### src/rtl/des_input_sequencer.sv
// des_input_sequencer: assembles two 32-bit stream words into a 64-bit operand,
// issues it to the 3DES core, and buffers one block result behind a valid/ready port.
module des_input_sequencer #(
  parameter int TIMEOUT = 64
) (
  input  logic        clk,
  input  logic        n_rst,
  input  logic        in_valid,
  output logic        in_ready,
  input  logic [2:0]  in_mode,
  input  logic [31:0] in_data,
  output logic [2:0]  des_mode,
  output logic        des_enable,
  output logic [63:0] des_data_in,
  input  logic        des_data_ready,
  input  logic [63:0] des_data_out,
  output logic        res_valid,
  input  logic        res_ready,
  output logic [63:0] res_data,
  output logic        busy,
  output logic        err_mode,
  output logic        err_timeout
);

  localparam int CNT_W = (TIMEOUT > 0) ? $clog2(TIMEOUT + 1) : 1;
  localparam logic [CNT_W-1:0] TO_VAL = CNT_W'(TIMEOUT);

  typedef enum logic [1:0] {S_IDLE, S_HALF, S_ISSUE, S_WAIT} state_t;

  state_t            state_q, state_d;
  logic              alive_q;
  logic [2:0]        pmode_q, pmode_d;
  logic [31:0]       upper_q, upper_d;
  logic [2:0]        mode_q, mode_d;
  logic [63:0]       din_q, din_d;
  logic [CNT_W-1:0]  cnt_q, cnt_d, cnt_inc;
  logic              rvalid_q, rvalid_d;
  logic [63:0]       rdata_q, rdata_d;
  logic              emode_q, emode_d;
  logic              eto_q, eto_d;

  function automatic logic is_illegal(input logic [2:0] m);
    return (m == 3'b101) || (m == 3'b110) || (m == 3'b111);
  endfunction

  function automatic logic is_key(input logic [2:0] m);
    return (m == 3'b010) || (m == 3'b011);
  endfunction

  function automatic logic is_block(input logic [2:0] m);
    return (m == 3'b000) || (m == 3'b001) || (m == 3'b100);
  endfunction

  // State register; reset aborts any operation in flight.
  always_ff @(posedge clk or negedge n_rst) begin
    if (!n_rst) state_q <= S_IDLE;
    else        state_q <= state_d;
  end

  // Datapath and flag registers; cleared by reset so every output reads zero.
  // alive_q keeps in_ready low while reset is held.
  always_ff @(posedge clk or negedge n_rst) begin
    if (!n_rst) begin
      alive_q  <= 1'b0;
      pmode_q  <= '0;
      upper_q  <= '0;
      mode_q   <= '0;
      din_q    <= '0;
      cnt_q    <= '0;
      rvalid_q <= 1'b0;
      rdata_q  <= '0;
      emode_q  <= 1'b0;
      eto_q    <= 1'b0;
    end else begin
      alive_q  <= 1'b1;
      pmode_q  <= pmode_d;
      upper_q  <= upper_d;
      mode_q   <= mode_d;
      din_q    <= din_d;
      cnt_q    <= cnt_d;
      rvalid_q <= rvalid_d;
      rdata_q  <= rdata_d;
      emode_q  <= emode_d;
      eto_q    <= eto_d;
    end
  end

  // Next-state, handshake and capture logic.
  always_comb begin
    state_d    = state_q;
    pmode_d    = pmode_q;
    upper_d    = upper_q;
    mode_d     = mode_q;
    din_d      = din_q;
    cnt_d      = cnt_q;
    rvalid_d   = rvalid_q;
    rdata_d    = rdata_q;
    emode_d    = 1'b0;
    eto_d      = 1'b0;
    in_ready   = 1'b0;
    des_enable = 1'b0;
    cnt_inc    = (&cnt_q) ? cnt_q : cnt_q + CNT_W'(1);

    if (rvalid_q && res_ready) rvalid_d = 1'b0;

    case (state_q)
      S_IDLE: begin
        // A new block op must not overwrite an unconsumed result.
        in_ready = alive_q && !(rvalid_q && is_block(in_mode));
        if (in_valid && in_ready) begin
          if (is_illegal(in_mode)) begin
            emode_d = 1'b1;
          end else begin
            upper_d = in_data;
            pmode_d = in_mode;
            state_d = S_HALF;
          end
        end
      end
      S_HALF: begin
        in_ready = 1'b1;
        if (in_valid) begin
          // Core-facing operand only changes once both halves are present.
          din_d   = {upper_q, in_data};
          mode_d  = pmode_q;
          state_d = S_ISSUE;
        end
      end
      S_ISSUE: begin
        des_enable = 1'b1;
        cnt_d      = '0;
        state_d    = is_key(mode_q) ? S_IDLE : S_WAIT;
      end
      S_WAIT: begin
        cnt_d = cnt_inc;
        if (des_data_ready) begin
          rdata_d  = des_data_out;
          rvalid_d = 1'b1;
          state_d  = S_IDLE;
        end else if ((TIMEOUT != 0) && (cnt_inc == TO_VAL)) begin
          eto_d   = 1'b1;
          state_d = S_IDLE;
        end
      end
      default: state_d = S_IDLE;
    endcase
  end

  assign des_mode    = mode_q;
  assign des_data_in = din_q;
  assign res_valid   = rvalid_q;
  assign res_data    = rdata_q;
  assign busy        = (state_q != S_IDLE);
  assign err_mode    = emode_q;
  assign err_timeout = eto_q;

endmodule
### config.mk
export PLATFORM = sky130hd
export DESIGN_NAME = des_input_sequencer
export DESIGN_NICKNAME = d
export VERILOG_FILES = /design/src/rtl/des_input_sequencer.sv
export SDC_FILE = /design/constraint.sdc
export NUM_CORES = 1
export LEC_CHECK = 0
export CORE_MARGIN = 2
export CORE_UTILIZATION = 42
export DETAILED_ROUTE_END_ITERATION = 10
export DONT_BUFFER_PORTS = 1
export PLACE_DENSITY = 0.6
export RECOVER_POWER = 100
export SYNTH_ARGS = -nofsm -noshare
export SYNTH_HDL_FRONTEND = slang
export SYNTH_SLANG_ARGS = --single-unit
### constraint.sdc
create_clock -name clk -period 4.5 [get_ports clk]
set_clock_uncertainty 0.1 [all_clocks]
set_input_delay 0.45 -clock clk [delete_from_list [all_inputs] [get_ports clk]]
set_output_delay 0.45 -clock clk [all_outputs]
set_load 0.01 [all_outputs]
==> results.sh <==
export IMPL_power_frac_comb_pct=19.3
export IMPL_setup_violations=0
export IMPL_cts_sinks=179
export IMPL_fin_setup_tns_ns=0
export IMPL_synth_area_leaders="dfrtp_1 (65%), mux2_2 (26%), mux2_1 (0.98%)"
export IMPL_row_count=46
export IMPL_violations="negative hold slack, max-capacitance violations, max-slew violations"
export IMPL_first_pass_iters=4
export IMPL_dieArea_um2=17500
export IMPL_synth_nets=537
export IMPL_critPathLaunch="state_q[1]"
export IMPL_grt_pass1_wl_um=20700
export IMPL_power_leakage_nw=3.34
export IMPL_ys_ff_latch=179
export IMPL_insertion_delay_ns=0.41
export IMPL_ctsHtreeMaxLevel=4
export IMPL_synth_avg_cell_area_um2=16.0
export IMPL_via_per_inst=5.36
export IMPL_yosysUniqueCellTypes=41
export IMPL_chipHeight_um=132
export IMPL_p_int_w=0.00400
export IMPL_drt_total_wl_um=12900
export IMPL_ioPinCount=241
export IMPL_layout_commonest_cell="dfrtp_1"
export IMPL_seqPwrFrac_pct=55.9
export IMPL_final_setup_worst_slack_ns=1.70
export IMPL_place_ws_ns=2.18
export IMPL_num_antenna_cells=0
export IMPL_layout_common_cells="dfrtp_1 (179), mux2_2 (159), clkbuf_16 (17)"
export IMPL_grt_max_degree=180
export IMPL_drv_slew=66
export IMPL_crit_fanout=39
export IMPL_initial_core_util_pct=43.3
export IMPL_rsz0062_at_grt="false"
export IMPL_syn_cell_area_um2=6900
export IMPL_seq_area_frac_synth_pct=64.9
export IMPL_place_congestion=0.778
export IMPL_drive_gt1_share_pct=44.1
export IMPL_initialDrtViolationCount=151
export IMPL_synth_warning_count=0
export IMPL_hpwl_um=8940
export IMPL_cts_tree="done"
export IMPL_arrival_ns=3.00
export IMPL_post_drt_wl_per_cell_um=19.6
export IMPL_swShare_pct=31.0
export IMPL_max_slew_margin_pct=-3.02
export IMPL_cts_made_buffers=17
export IMPL_ir_drop_v=0.000360
export IMPL_grt_overflow=0
export IMPL_cp_start_kind="flip-flop"
export IMPL_timing_final_crit_share_pct=62.3
export IMPL_critPathKind="flip-flop to flip-flop"
export IMPL_nNetsFinal=538
export IMPL_fmax_ghz=0.357
export IMPL_vias=3535
export IMPL_grt_total_usage_pct=15.1
export IMPL_worstSetupEndpointType="flip-flop"
export IMPL_hold_slack_ns=-0.373
export IMPL_synth_top_area_share_pct=64.9
export IMPL_antenna_found_initial=0
export IMPL_yosysTopAreaCell="dfrtp_1"
export IMPL_die_x_um=132
export IMPL_status="finished with violations"
export IMPL_power_switching_w=0.00180
export IMPL_cp_required_ns=4.70
export IMPL_core_area_um2=15900
export IMPL_fillers=1412
export IMPL_p_clk_share_pct=24.9
export IMPL_cts_resized=0
export IMPL_syn_to_final_growth_pct=10.5
export IMPL_hold_viol_final=179
export IMPL_clk_pin_slew_ns=0.06
export IMPL_worstHoldPathType="input pin to async pin"
export IMPL_grt_pass1_vias=3767
export IMPL_fin_crit_ns=2.80
export IMPL_cts_setup_buffers=0
export IMPL_antenna_left=0
export IMPL_power_density_nw_per_um2=761
export IMPL_tightest_slew_ns=1.55
export IMPL_drc=0
export IMPL_synth_cells=432
export IMPL_cap_violations=1
export IMPL_r2r_start="state_q[1]"
export IMPL_cts_buffer_depth=2
export IMPL_root_buffer="clkbuf_16"
export IMPL_port_buffers=0
==> cells by family (layout without fill, tap and decap cells) <==
logic type,Yosys count,after routing,synth area share (%)
compound gates,24,24,2.36
flops,179,179,64.9
xor+xnor,2,2,0.254
other cells,1,1,0.0543
simple gates,36,36,3.19
fa+ha+maj,1,1,0.181
buf+inv,24,36,2.12
mux,165,165,26.9
==> flip-flops by register name, indices dropped and copies added, names as in the netlist <==
register     cells
res_valid        1
state_q          2
res_data        64
alive_q          1
des_data_in     64
err_timeout      1
cnt_q            7
err_mode         1
upper_q         32
des_mode         3
pmode_q          3
==> power groups by stage <==
stage | Combinational (W) | Clock, W | Sequential (W)
CTS | 0.00114 | 0.00149 | 0.00326
global placement | 0.00108 | 0 | 0.00326
detailed placement | 0.00114 | 0 | 0.00329
finish | 0.00112 | 0.00144 | 0.00324
floorplan | 0.00105 | 0 | 0.00305
global route | 0.00124 | 0.00157 | 0.00334
==> routing by layer <==
layer	vias up	routed length, µm	global-route usage, %
met5	-	0	0
met4	0	367	8.12
met3	27	1020	5.73
met2	148	6580	24.4
met1	1818	4960	17.4
li1	1542	-	-
==> cells in the mapped netlist, drive strengths merged <==
master   count
dfrtp      179
mux2       165
buf         18
nor2         8
a21oi        7
nand2        7
o21ai        7
inv          4
nand3        4
nand4        4
a41oi        2
clkbuf       2
nand4b       2
nor2b        2
o22ai        2
or2          2
a21bo        1
a22o         1
a2bb2oi      1
a41o         1
and2         1
and3         1
conb         1
ha           1
nand2b       1
nand3b       1
o31a         1
o41ai        1
or3          1
or3b         1
or4b         1
xnor2        1
xor2         1
==> critical path, cell delays in order (launching register included) <==
cell and delay (ns):
dfrtp_1 0.55, nor2b_1 0.37, nand2_1 0.84, buf_12 0.50
mux2_2 0.29
==> path summary, 6_finish.rpt <==
| check | to | slack, ns | cells after the start |
|---|---|---|---|
| max in group asynchronous | des_data_in[35] | 4.24 | 0 |
| worst max register to register | des_data_in[46] | 1.70 | 4 |
| worst min-delay path | res_data[6] | -0.37 | 0 |
| min in group clk | res_valid | 0.03 | 1 |
| worst max-delay path | des_data_in[46] | 1.70 | 4 |
| worst min register to register | upper_q[29] | 0.39 | 1 |
==> area by class of cell <==
cell class                 instances  area, µm²  share of cell area [%]
clock buffer                      19        433                    5.68
sequential                       179       4480                    58.7
inverter                           4       15.0                   0.197
multi-input combinational        229       2260                    29.7
timing repair buffer               2       25.0                   0.328
clock inverter                    11        139                    1.82
tap                              216        270                    3.54
==> metrics by stage <==
stage | cell area [µm²] | total power [W] | cells | hold slack (ns) | utilization [%]
3_3_place_gp | 7070 | 0.00434 | 630 | 0.0599 | 44.4
6_report | 7620 | 0.00580 | 660 | -0.373 | 47.8
4_1_cts | 7640 | 0.00589 | 660 | -0.397 | 47.9
2_1_floorplan | 6900 | 0.00409 | 432 | 0.0544 | -
3_5_place_dp | 7070 | 0.00443 | 630 | 0.0594 | 44.4
5_1_grt | 7620 | 0.00614 | 660 | -0.405 | 47.8
Note: power is estimated with default switching activity, not from simulation.
